### src/rtl/rc4_pkg.sv
// rc4_pkg: shared types and constants for the RC4 keystream sequencer.
//   state_e : sequencer states (key load, S-box init, KSA, PRGA)
//   SBOX_N  : S-box depth
//   BYTE_W  : data width of key, S-box and keystream bytes
package rc4_pkg;

    localparam int SBOX_N = 256;
    localparam int BYTE_W = 8;

    typedef enum logic [3:0] {
        IDLE, KLOAD, INIT,
        K_RI, K_RJ, K_WI, K_WJ,
        P_RI, P_RJ, P_WI, P_WJ, P_RT, P_CAP, P_WAIT
    } state_e;

endpackage

### src/rtl/rc4_keybuf.sv
// rc4_keybuf: KEY_MAX x 8 key register file.
//   clk, rst  : clock, synchronous active-high reset (clears bytes and length)
//   we_i      : append wdata_i at the current length; ignored once full
//   wdata_i   : key byte to store
//   idx_i     : cipher index i; read port returns key[i mod key_len]
//   rdata_o   : combinational key byte
module rc4_keybuf
    import rc4_pkg::*;
#(
    parameter int KEY_MAX = 32,
    parameter int KEY_AW  = 5
) (
    input  logic              clk,
    input  logic              rst,
    input  logic              we_i,
    input  logic [BYTE_W-1:0] wdata_i,
    input  logic [BYTE_W-1:0] idx_i,
    output logic [BYTE_W-1:0] rdata_o
);

    logic [BYTE_W-1:0] mem_q [KEY_MAX];
    logic [KEY_AW:0]   len_q;
    logic [BYTE_W-1:0] len8;

    always_ff @(posedge clk) begin
        if (rst) begin
            len_q <= '0;
            for (int k = 0; k < KEY_MAX; k++) mem_q[k] <= '0;
        end else if (we_i && (len_q < (KEY_AW+1)'(KEY_MAX))) begin
            mem_q[len_q[KEY_AW-1:0]] <= wdata_i;
            len_q                    <= len_q + 1'b1;
        end
    end

    // Length is never 0 while the index is consumed; the guard only keeps
    // the modulo well-defined in IDLE.
    always_comb begin
        len8    = (len_q == '0) ? 8'd1 : 8'(len_q);
        rdata_o = mem_q[KEY_AW'(idx_i % len8)];
    end

endmodule

### src/rtl/rc4_sched.sv
// rc4_sched: RC4 sequencer. Owns i/j and all S-box RAM traffic; runs key
// load, S-box init, KSA, then PRGA, and hands keystream bytes out over a
// valid/ready handshake.
//   clk, rst            : clock, synchronous active-high reset
//   key_valid, key_in   : key byte stream (accepted in IDLE/KLOAD only)
//   restart             : re-run INIT+KSA from the stored key
//   sb_addr/we/wdata    : S-box RAM write/read port
//   sb_rdata            : S-box read data, one cycle after sb_addr
//   ks_valid/data/ready : keystream handshake
//   keyed, busy         : PRGA-active / key-setup-active status
// Build option: RC4_DROP_EN discards the first DROP_N bytes after each KSA.
module rc4_sched
    import rc4_pkg::*;
#(
    parameter int KEY_MAX = 32,
    parameter int KEY_AW  = 5,
    parameter int DROP_N  = 256
) (
    input  logic              clk,
    input  logic              rst,
    input  logic              key_valid,
    input  logic [BYTE_W-1:0] key_in,
    input  logic              restart,
    output logic [BYTE_W-1:0] sb_addr,
    output logic              sb_we,
    output logic [BYTE_W-1:0] sb_wdata,
    input  logic [BYTE_W-1:0] sb_rdata,
    output logic              ks_valid,
    output logic [BYTE_W-1:0] ks_data,
    input  logic              ks_ready,
    output logic              keyed,
    output logic              busy
);

    localparam logic [BYTE_W-1:0] LAST = 8'(SBOX_N - 1);

    if (DROP_N > 511) begin : g_drop_chk
        $error("DROP_N does not fit the 9-bit drop counter");
    end

    state_e            state_q, state_d;
    logic [BYTE_W-1:0] i_q, i_d, j_q, j_d, si_q, si_d, sj_q, sj_d;
    logic [BYTE_W-1:0] ks_data_q, ks_data_d;
    logic              ks_valid_q, ks_valid_d;
    logic              key_we;
    logic [BYTE_W-1:0] key_byte;
`ifdef RC4_DROP_EN
    logic [8:0]        drop_q, drop_d;
`endif

    rc4_keybuf #(.KEY_MAX(KEY_MAX), .KEY_AW(KEY_AW)) u_keybuf (
        .clk     (clk),
        .rst     (rst),
        .we_i    (key_we),
        .wdata_i (key_in),
        .idx_i   (i_q),
        .rdata_o (key_byte)
    );

    always_ff @(posedge clk) begin
        if (rst) begin
            state_q    <= IDLE;
            i_q        <= '0;
            j_q        <= '0;
            si_q       <= '0;
            sj_q       <= '0;
            ks_data_q  <= '0;
            ks_valid_q <= 1'b0;
`ifdef RC4_DROP_EN
            drop_q     <= '0;
`endif
        end else begin
            state_q    <= state_d;
            i_q        <= i_d;
            j_q        <= j_d;
            si_q       <= si_d;
            sj_q       <= sj_d;
            ks_data_q  <= ks_data_d;
            ks_valid_q <= ks_valid_d;
`ifdef RC4_DROP_EN
            drop_q     <= drop_d;
`endif
        end
    end

    always_comb begin
        state_d    = state_q;
        i_d        = i_q;
        j_d        = j_q;
        si_d       = si_q;
        sj_d       = sj_q;
        ks_data_d  = ks_data_q;
        ks_valid_d = ks_valid_q;
        key_we     = 1'b0;
        sb_addr    = '0;
        sb_we      = 1'b0;
        sb_wdata   = '0;
`ifdef RC4_DROP_EN
        drop_d     = drop_q;
`endif
        case (state_q)
            IDLE: if (key_valid) begin
                key_we  = 1'b1;
                state_d = KLOAD;
            end
            KLOAD: if (key_valid) begin
                key_we = 1'b1;
            end else begin
                state_d = INIT;
                i_d     = '0;
                j_d     = '0;
`ifdef RC4_DROP_EN
                drop_d  = '0;
`endif
            end
            INIT: begin
                sb_we    = 1'b1;
                sb_addr  = i_q;
                sb_wdata = i_q;
                i_d      = i_q + 8'd1;   // wraps to 0 for KSA
                if (i_q == LAST) begin
                    j_d     = '0;
                    state_d = K_RI;
                end
            end
            K_RI: begin
                sb_addr = i_q;
                state_d = K_RJ;
            end
            K_RJ: begin
                si_d    = sb_rdata;
                j_d     = j_q + sb_rdata + key_byte;
                sb_addr = j_d;
                state_d = K_WI;
            end
            K_WI: begin
                sb_we    = 1'b1;
                sb_addr  = i_q;
                sb_wdata = sb_rdata;     // S[j]
                state_d  = K_WJ;
            end
            K_WJ: begin
                sb_we    = 1'b1;
                sb_addr  = j_q;
                sb_wdata = si_q;
                i_d      = i_q + 8'd1;
                state_d  = K_RI;
                if (i_q == LAST) begin
                    i_d     = '0;
                    j_d     = '0;
                    state_d = P_RI;
                end
            end
            P_RI: begin
                i_d     = i_q + 8'd1;
                sb_addr = i_d;
                state_d = P_RJ;
            end
            P_RJ: begin
                si_d    = sb_rdata;
                j_d     = j_q + sb_rdata;
                sb_addr = j_d;
                state_d = P_WI;
            end
            P_WI: begin
                sj_d     = sb_rdata;
                sb_we    = 1'b1;
                sb_addr  = i_q;
                sb_wdata = sb_rdata;
                state_d  = P_WJ;
            end
            P_WJ: begin
                sb_we    = 1'b1;
                sb_addr  = j_q;
                sb_wdata = si_q;
                state_d  = P_RT;
            end
            P_RT: begin
                sb_addr = si_q + sj_q;
                state_d = P_CAP;
            end
            P_CAP: begin
`ifdef RC4_DROP_EN
                if (drop_q < 9'(DROP_N)) begin
                    drop_d  = drop_q + 9'd1;
                    state_d = P_RI;
                end else begin
                    ks_data_d  = sb_rdata;
                    ks_valid_d = 1'b1;
                    state_d    = P_WAIT;
                end
`else
                ks_data_d  = sb_rdata;
                ks_valid_d = 1'b1;
                state_d    = P_WAIT;
`endif
            end
            P_WAIT: if (ks_ready) begin
                ks_valid_d = 1'b0;
                state_d    = P_RI;
            end
            default: state_d = IDLE;
        endcase

        // Restart overrides everything, including a same-cycle handshake:
        // the pending byte is dropped and counts as undelivered.
        if (restart && state_q != IDLE && state_q != KLOAD) begin
            state_d    = INIT;
            i_d        = '0;
            j_d        = '0;
            ks_valid_d = 1'b0;
`ifdef RC4_DROP_EN
            drop_d     = '0;
`endif
        end
    end

    assign ks_valid = ks_valid_q;
    assign ks_data  = ks_data_q;
    assign keyed    = (state_q inside {P_RI, P_RJ, P_WI, P_WJ, P_RT, P_CAP, P_WAIT});
    assign busy     = (state_q inside {KLOAD, INIT, K_RI, K_RJ, K_WI, K_WJ});

endmodule

### config.mk
export PLATFORM = sky130hd
export DESIGN_NAME = rc4_sched
export DESIGN_NICKNAME = d
export VERILOG_FILES = /design/src/rtl/rc4_pkg.sv /design/src/rtl/rc4_keybuf.sv /design/src/rtl/rc4_sched.sv
export SDC_FILE = /design/constraint.sdc
export NUM_CORES = 1
export LEC_CHECK = 0
export ABC_AREA = 1
export BUFFER_PORTS_ARGS = -buffer_cell sky130_fd_sc_hd__buf_2
export CORE_AREA = 10 10 230 232
export DETAILED_ROUTE_END_ITERATION = 10
export DIE_AREA = 0 0 240 242
export SKIP_CTS_REPAIR_TIMING = 1
export SLEW_MARGIN = 10
export SYNTH_ARGS = -nofsm -noshare
export SYNTH_HDL_FRONTEND = slang
export SYNTH_SLANG_ARGS = --single-unit
### constraint.sdc
create_clock -name clk -period 24.9 [get_ports clk]
set_input_delay 2.49 -clock clk [delete_from_list [all_inputs] [get_ports clk]]
set_output_delay 2.49 -clock clk [all_outputs]
set_load 0.1 [all_outputs]
# After elaboration in Yosys (flattened, before gate mapping)

Memory sizes are Yosys's and may differ from the RTL's.
Index checks and enable logic that the tools add are counted.
W data, S select, Z words.

Mux-type cells: 28
$add $sub $neg: 5
$lt $le $gt $ge: 1
Divide/modulo/power cells: 1
Eq/ne operators: 24
Reduce and logical (&&, ||, !) cells: 26

Operators by type and width:

| kind                  | count |
|---|---|
| $pmux W4 S14          | 1 |
| $pmux W8 S3           | 2 |
| $pmux W8 S6           | 1 |
| $mux W8               | 4 |
| $pmux W8 S4           | 1 |
| $add A8 B8 Y8         | 3 |
| $eq A4 B4 Y1 const B  | 6 |
| $eq A4 B3 Y1 const B  | 4 |
| $mux W4               | 4 |
| $reduce_or A2 Y1      | 7 |
| $ne A3 B3 Y1 const B  | 4 |
| $mux W1               | 10 |
| $add A8 B1 Y8 const B | 1 |
| $eq A4 B2 Y1 const B  | 2 |
| $eq A8 B8 Y1 const B  | 1 |
| $mod A8 B8 Y8         | 1 |
| $ne A2 B2 Y1 const B  | 4 |
| $reduce_and A4 Y1     | 2 |
| $reduce_bool A4 Y1    | 2 |
| $reduce_or A8 Y1      | 1 |
| $reduce_bool A7 Y1    | 1 |
| $add A6 B1 Y6 const B | 1 |
| $logic_not A6 Y1      | 1 |
| $lt A6 B6 Y1 const B  | 1 |
| 17 further kinds      | 20 |

Register bits after elaboration: 51
Output and inout port bits: 28
Logic and storage cells: 95
RAM bits: 256
Bits of input ports: 21
Memories: 1

Memories:

| memory         | words | width | rd ports | clocked after memory_dff | write ports | line             | source |
|---|---|---|---|---|---|---|---|
| u_keybuf.mem_q | 32    | 8     | 1        | 0                        | 32          | rc4_keybuf.sv:21 | `logic [BYTE_W-1:0] mem_q [KEY_MAX];` |

# Logic depth before layout (Yosys ltp)

Word-level depth: 9
Mapped depth: 99
Depth with buffers taken out: 97

# Cells and area by module

A second synthesis with hierarchy kept.

Cell total of the unflattened synthesis: 2,253
Area total of the unflattened synthesis: 17,885.9 um^2

By module, submodules not included:

| module     | cells an instance | seq. area each (um^2) | area each (um^2) | times used |
|---|---|---|---|---|
| rc4_keybuf | 1,765             | 7,807.5               | 14,617.8         | 1 |
| rc4_sched  | 488               | 900.9                 | 3,268.1          | 1 |

# Worst setup path before layout

No wires, ideal clock.

Kind: reg2out
Start: register u_keybuf.len_q[0]
End: output port sb_addr[6]
Cell stages (with the launch flop): 94
Slack: 10.839 ns
Arrival time: 11.571 ns
Path buffers: 2
Data required time: 22.410 ns
Cells stage by stage: dfxtp_1 > inv_2 > ha_1 > nand3_4 > o21ai_0 > a21oi_1 > ha_1 > nand2_1 > nand2_1 > nand2_1 > nand2_1 > nand2_1 > inv_1 > ha_1 > nand2_1 > nand2_1 > nand2_2 > nand2_2 > [58 not listed] > o21ai_0 > o22ai_1 > nand2_1 > nand3_1 > nand3_1 > o21ai_1 > ha_1 > fa_1 > inv_1 > o31ai_1 > inv_1 > nor2_1 > o21ai_0 > nand2_1 > or2_2 > a32o_1 > a211oi_1 > o31ai_1

Word-level cells in the longest chain between the ends: 6

Ends and longest elaborated chain:

| item                     | line             | source |
|---|---|---|
| start: declaration       | rc4_keybuf.sv:22 | `logic [KEY_AW:0] len_q;` |
| start signal: assignment | rc4_keybuf.sv:31 | `len_q <= len_q + 1'b1;` |
| $logic_not A6 Y1         | rc4_keybuf.sv:38 | `len8 = (len_q == '0) ? 8'd1 : 8'(len_q);` |
| $mux W6 *                | rc4_keybuf.sv:38 |  |
| $mod A8 B8 Y8 *          | rc4_keybuf.sv:39 | `rdata_o = mem_q[KEY_AW'(idx_i % len8)];` |
| $mem_v2 Z32 W8 *         | --               |  |
| $add A8 B8 Y8 *          | rc4_sched.sv:132 | `j_d = j_q + sb_rdata + key_byte;` |
| $pmux W8 S6 *            | rc4_sched.sv:101 | `case (state_q)` |
| end: declaration         | rc4_sched.sv:24  | `output logic [BYTE_W-1:0] sb_addr,` |

Every way passes the cells marked *; elsewhere a longest branch is shown, timed or not.

# Final worst setup path

Start: register u_keybuf.len_q[0]
End: output port sb_addr[7]

Same word-level chain as after synthesis.

==> results.sh <==
export IMPL_status="completed"
export IMPL_antenna_cells=0
export IMPL_cp_start_kind="flop"
export IMPL_critPathMaxStageDelay_ps=630
export IMPL_synthSimpleGateAreaFrac_pct=23.27
export IMPL_grt_pass1_vias=13355
export IMPL_synthDominantCellAreaShare_pct=46.11
export IMPL_cp_required_ps=22410
export IMPL_fin_crit_ps=16970
export IMPL_viasPerCell=5.291
export IMPL_cts_tree="yes"
export IMPL_stdcell_area_mm2=0.01849
export IMPL_final_cell_mix="451 x nor2_1, 301 x nand2_1, 256 x edfxtp_1, 135 x o21ai_0, 135 x inv_1"
export IMPL_num_nets_final=2009
export IMPL_layout_commonest_cell="nor2_1"
export IMPL_die_width_um=240
export IMPL_firstDrtPassIters=6
export IMPL_cts_num_sinks=307
export IMPL_start_util_pct=34.41
export IMPL_place_area_mm2=0.01739
export IMPL_r2r_slack_ps=11260
export IMPL_hpwlAfterDp_um=31900
export IMPL_synthCells=1915
export IMPL_setup_worst_path_end_class="output port"
export IMPL_yosys_warnings=0
export IMPL_max_freq_mhz=58.94
export IMPL_io_buffers=48
export IMPL_area_growth_pct=10.94
export IMPL_worst_path_buf_inv=10
export IMPL_synthFlopType="edfxtp_1"
export IMPL_cts_buffer_depth=3
export IMPL_drc=0
export IMPL_tns_ps=0
export IMPL_relSlewSlack_pct=11.61
export IMPL_crit_path_start="u_keybuf.len_q[0]$_SDFFE_PP0P_"
export IMPL_netlist_area_mm2=0.01667
export IMPL_synthesis_nets=1994
export IMPL_drv_cap=0
export IMPL_fin_crit_sh_pct=68.14
export IMPL_async_reset_ff_share_pct=0
export IMPL_critical_path_slowest_cell="nand2_4"
export IMPL_worstPathMaxFanout=74
export IMPL_ioPinCount=49
export IMPL_synth_adder_area_share_pct=4.533
export IMPL_yosysTopAreaCell="edfxtp_1"
export IMPL_root_buffer="clkbuf_16"
export IMPL_htree_levels=2
export IMPL_row_count=81
export IMPL_clock_latency_ps=530
export IMPL_grt_pass1_wl_um=74980
export IMPL_vias=13639
export IMPL_cts_buffers_inserted=34
export IMPL_drt_wl_total_um=47990
export IMPL_drt_iter0_markers=1410
export IMPL_die_area_mm2=0.05808
export IMPL_nFillCells=4873
export IMPL_core_mm2=0.04844
export IMPL_rsz0062_at_grt="false"
export IMPL_synth_seq_area_share_pct=52.24
export IMPL_hold_viol_final=0
export IMPL_cp_top_family="simple AND/OR/NAND/NOR gates"
export IMPL_avgSynthCellArea_um2=8.705
export IMPL_synth_seq_cells=307
export IMPL_ant_nets=0
export IMPL_critical_path_class="flop to output port"
export IMPL_post_synth_xor_area_fraction_pct=1.629
export IMPL_synth_compound_area_share_pct=12.44
export IMPL_grt_usage_pct=16.10
export IMPL_die_y_um=242
export IMPL_setup_viol=0
export IMPL_synth_top_family_by_area="simple AND/OR/NAND/NOR gates"
export IMPL_antenna_found_initial=0
export IMPL_drive_gt1_share_pct=8.742
export IMPL_place_congestion=0.9041
export IMPL_grt_max_degree=76
export IMPL_skew_ps=31.02
export IMPL_arrival_ps=14480
export IMPL_synthMuxAreaShare_pct=0
export IMPL_clk_pin_slew_worst_paths_ps=60
export IMPL_min_from="j_q[2]$_SDFFE_PP0P_"
export IMPL_slew_viol_final=0
export IMPL_worst_path_most_repeated_cell="nand2_1"
export IMPL_synthTopCellsByArea="edfxtp_1 46%, nor2_1 10%, nand2_1 6.8%, dfxtp_1 6.1%, ha_1 4.1%"
export IMPL_synth_edf_count=256
export IMPL_rr_startpoint="u_keybuf.len_q[0]$_SDFFE_PP0P_"
export IMPL_grt_ovfl_total=0
export IMPL_hold_class="flop to flop"
export IMPL_worst_pin_slew_ps=1321
export IMPL_wire_per_inst_um=18.61
export IMPL_yosysUniqueCellTypes=59
==> per-layer routing <==
metal | share of wire, % | GRT usage [%]
met1 | 44 | 21.81
met3 | 7.6 | 3.048
met5 | 0 | 0
met2 | 46 | 25.65
met4 | 2.3 | 4.578
==> registers in the layout, summed over array words and instances (netlist names) <==
name,count
i_q,8
sj_q,8
u_keybuf.mem_q,256
j_q,8
ks_valid,1
si_q,8
state_q,4
u_keybuf.len_q,6
ks_data,8
==> area by class of cell <==
class / instances / area (um2) / share of cell area, %
Sequential cell: 307 / 8708 / 47.09
Multi-Input combinational cell: 1374 / 6985 / 37.77
Clock buffer: 41 / 928.4 / 5.020
Tap cell: 622 / 778.2 / 4.208
Inverter: 150 / 566.8 / 3.065
Timing Repair Buffer: 63 / 352.8 / 1.908
Clock inverter: 21 / 173.9 / 0.9404
==> path summary, 6_finish.rpt <==
kind | endpoint | cells past startpoint
worst max-delay path | sb_addr[7] | 93
worst min-delay path | j_q[2]$_SDFFE_PP0P_ | 2
worst max register to register | j_q[7]$_SDFFE_PP0P_ | 94
worst min register to register | j_q[2]$_SDFFE_PP0P_ | 2
==> stage by stage <==
stage | hold slack [ps] | utilization, % | worst slack (ps) | cells
2_1_floorplan | 457.7 | - | 10840 | 1915
3_3_place_gp | 469.6 | 35.90 | 9054 | 2516
3_5_place_dp | 474.3 | 35.90 | 8596 | 2516
4_1_cts | 482.5 | 38.18 | 8038 | 2578
5_1_grt | 503.7 | 38.18 | 6436 | 2578
6_report | 492.2 | 38.18 | 7934 | 2578
==> logic make-up (layout without fill, tap and decap cells) <==
| family | Yosys count | count (layout) |
|---|---|---|
| adder cells (fa/ha/maj) | 58 | 58 |
| AND/OR/NAND/NOR | 924 | 924 |
| buffers and inverters | 234 | 275 |
| AO/OA/AOI/OAI | 361 | 361 |
| XOR/XNOR | 31 | 31 |
| flip-flops | 307 | 307 |
==> worst min-delay path, cell delays in order (launching register included) <==
cell	delay, ps
dfxtp_1	330
nand2_1	70
a21oi_1	50
==> cell usage after synthesis (10+ instances only) <==
cell and number:
a21oi_1 67, buf_2 23, clkbuf_1 43, dfxtp_1 51, edfxtp_1 256, ha_1 54
inv_1 138, nand2_1 301, nand2_2 15, nand3_1 105, nor2_1 451, nor3_1 10
o21ai_0 135, o21ai_1 48, o22ai_1 55, xor2_1 24
Power is not shown: default switching activity piles up to over one toggle a cycle in this logic, so the estimate is an artifact.
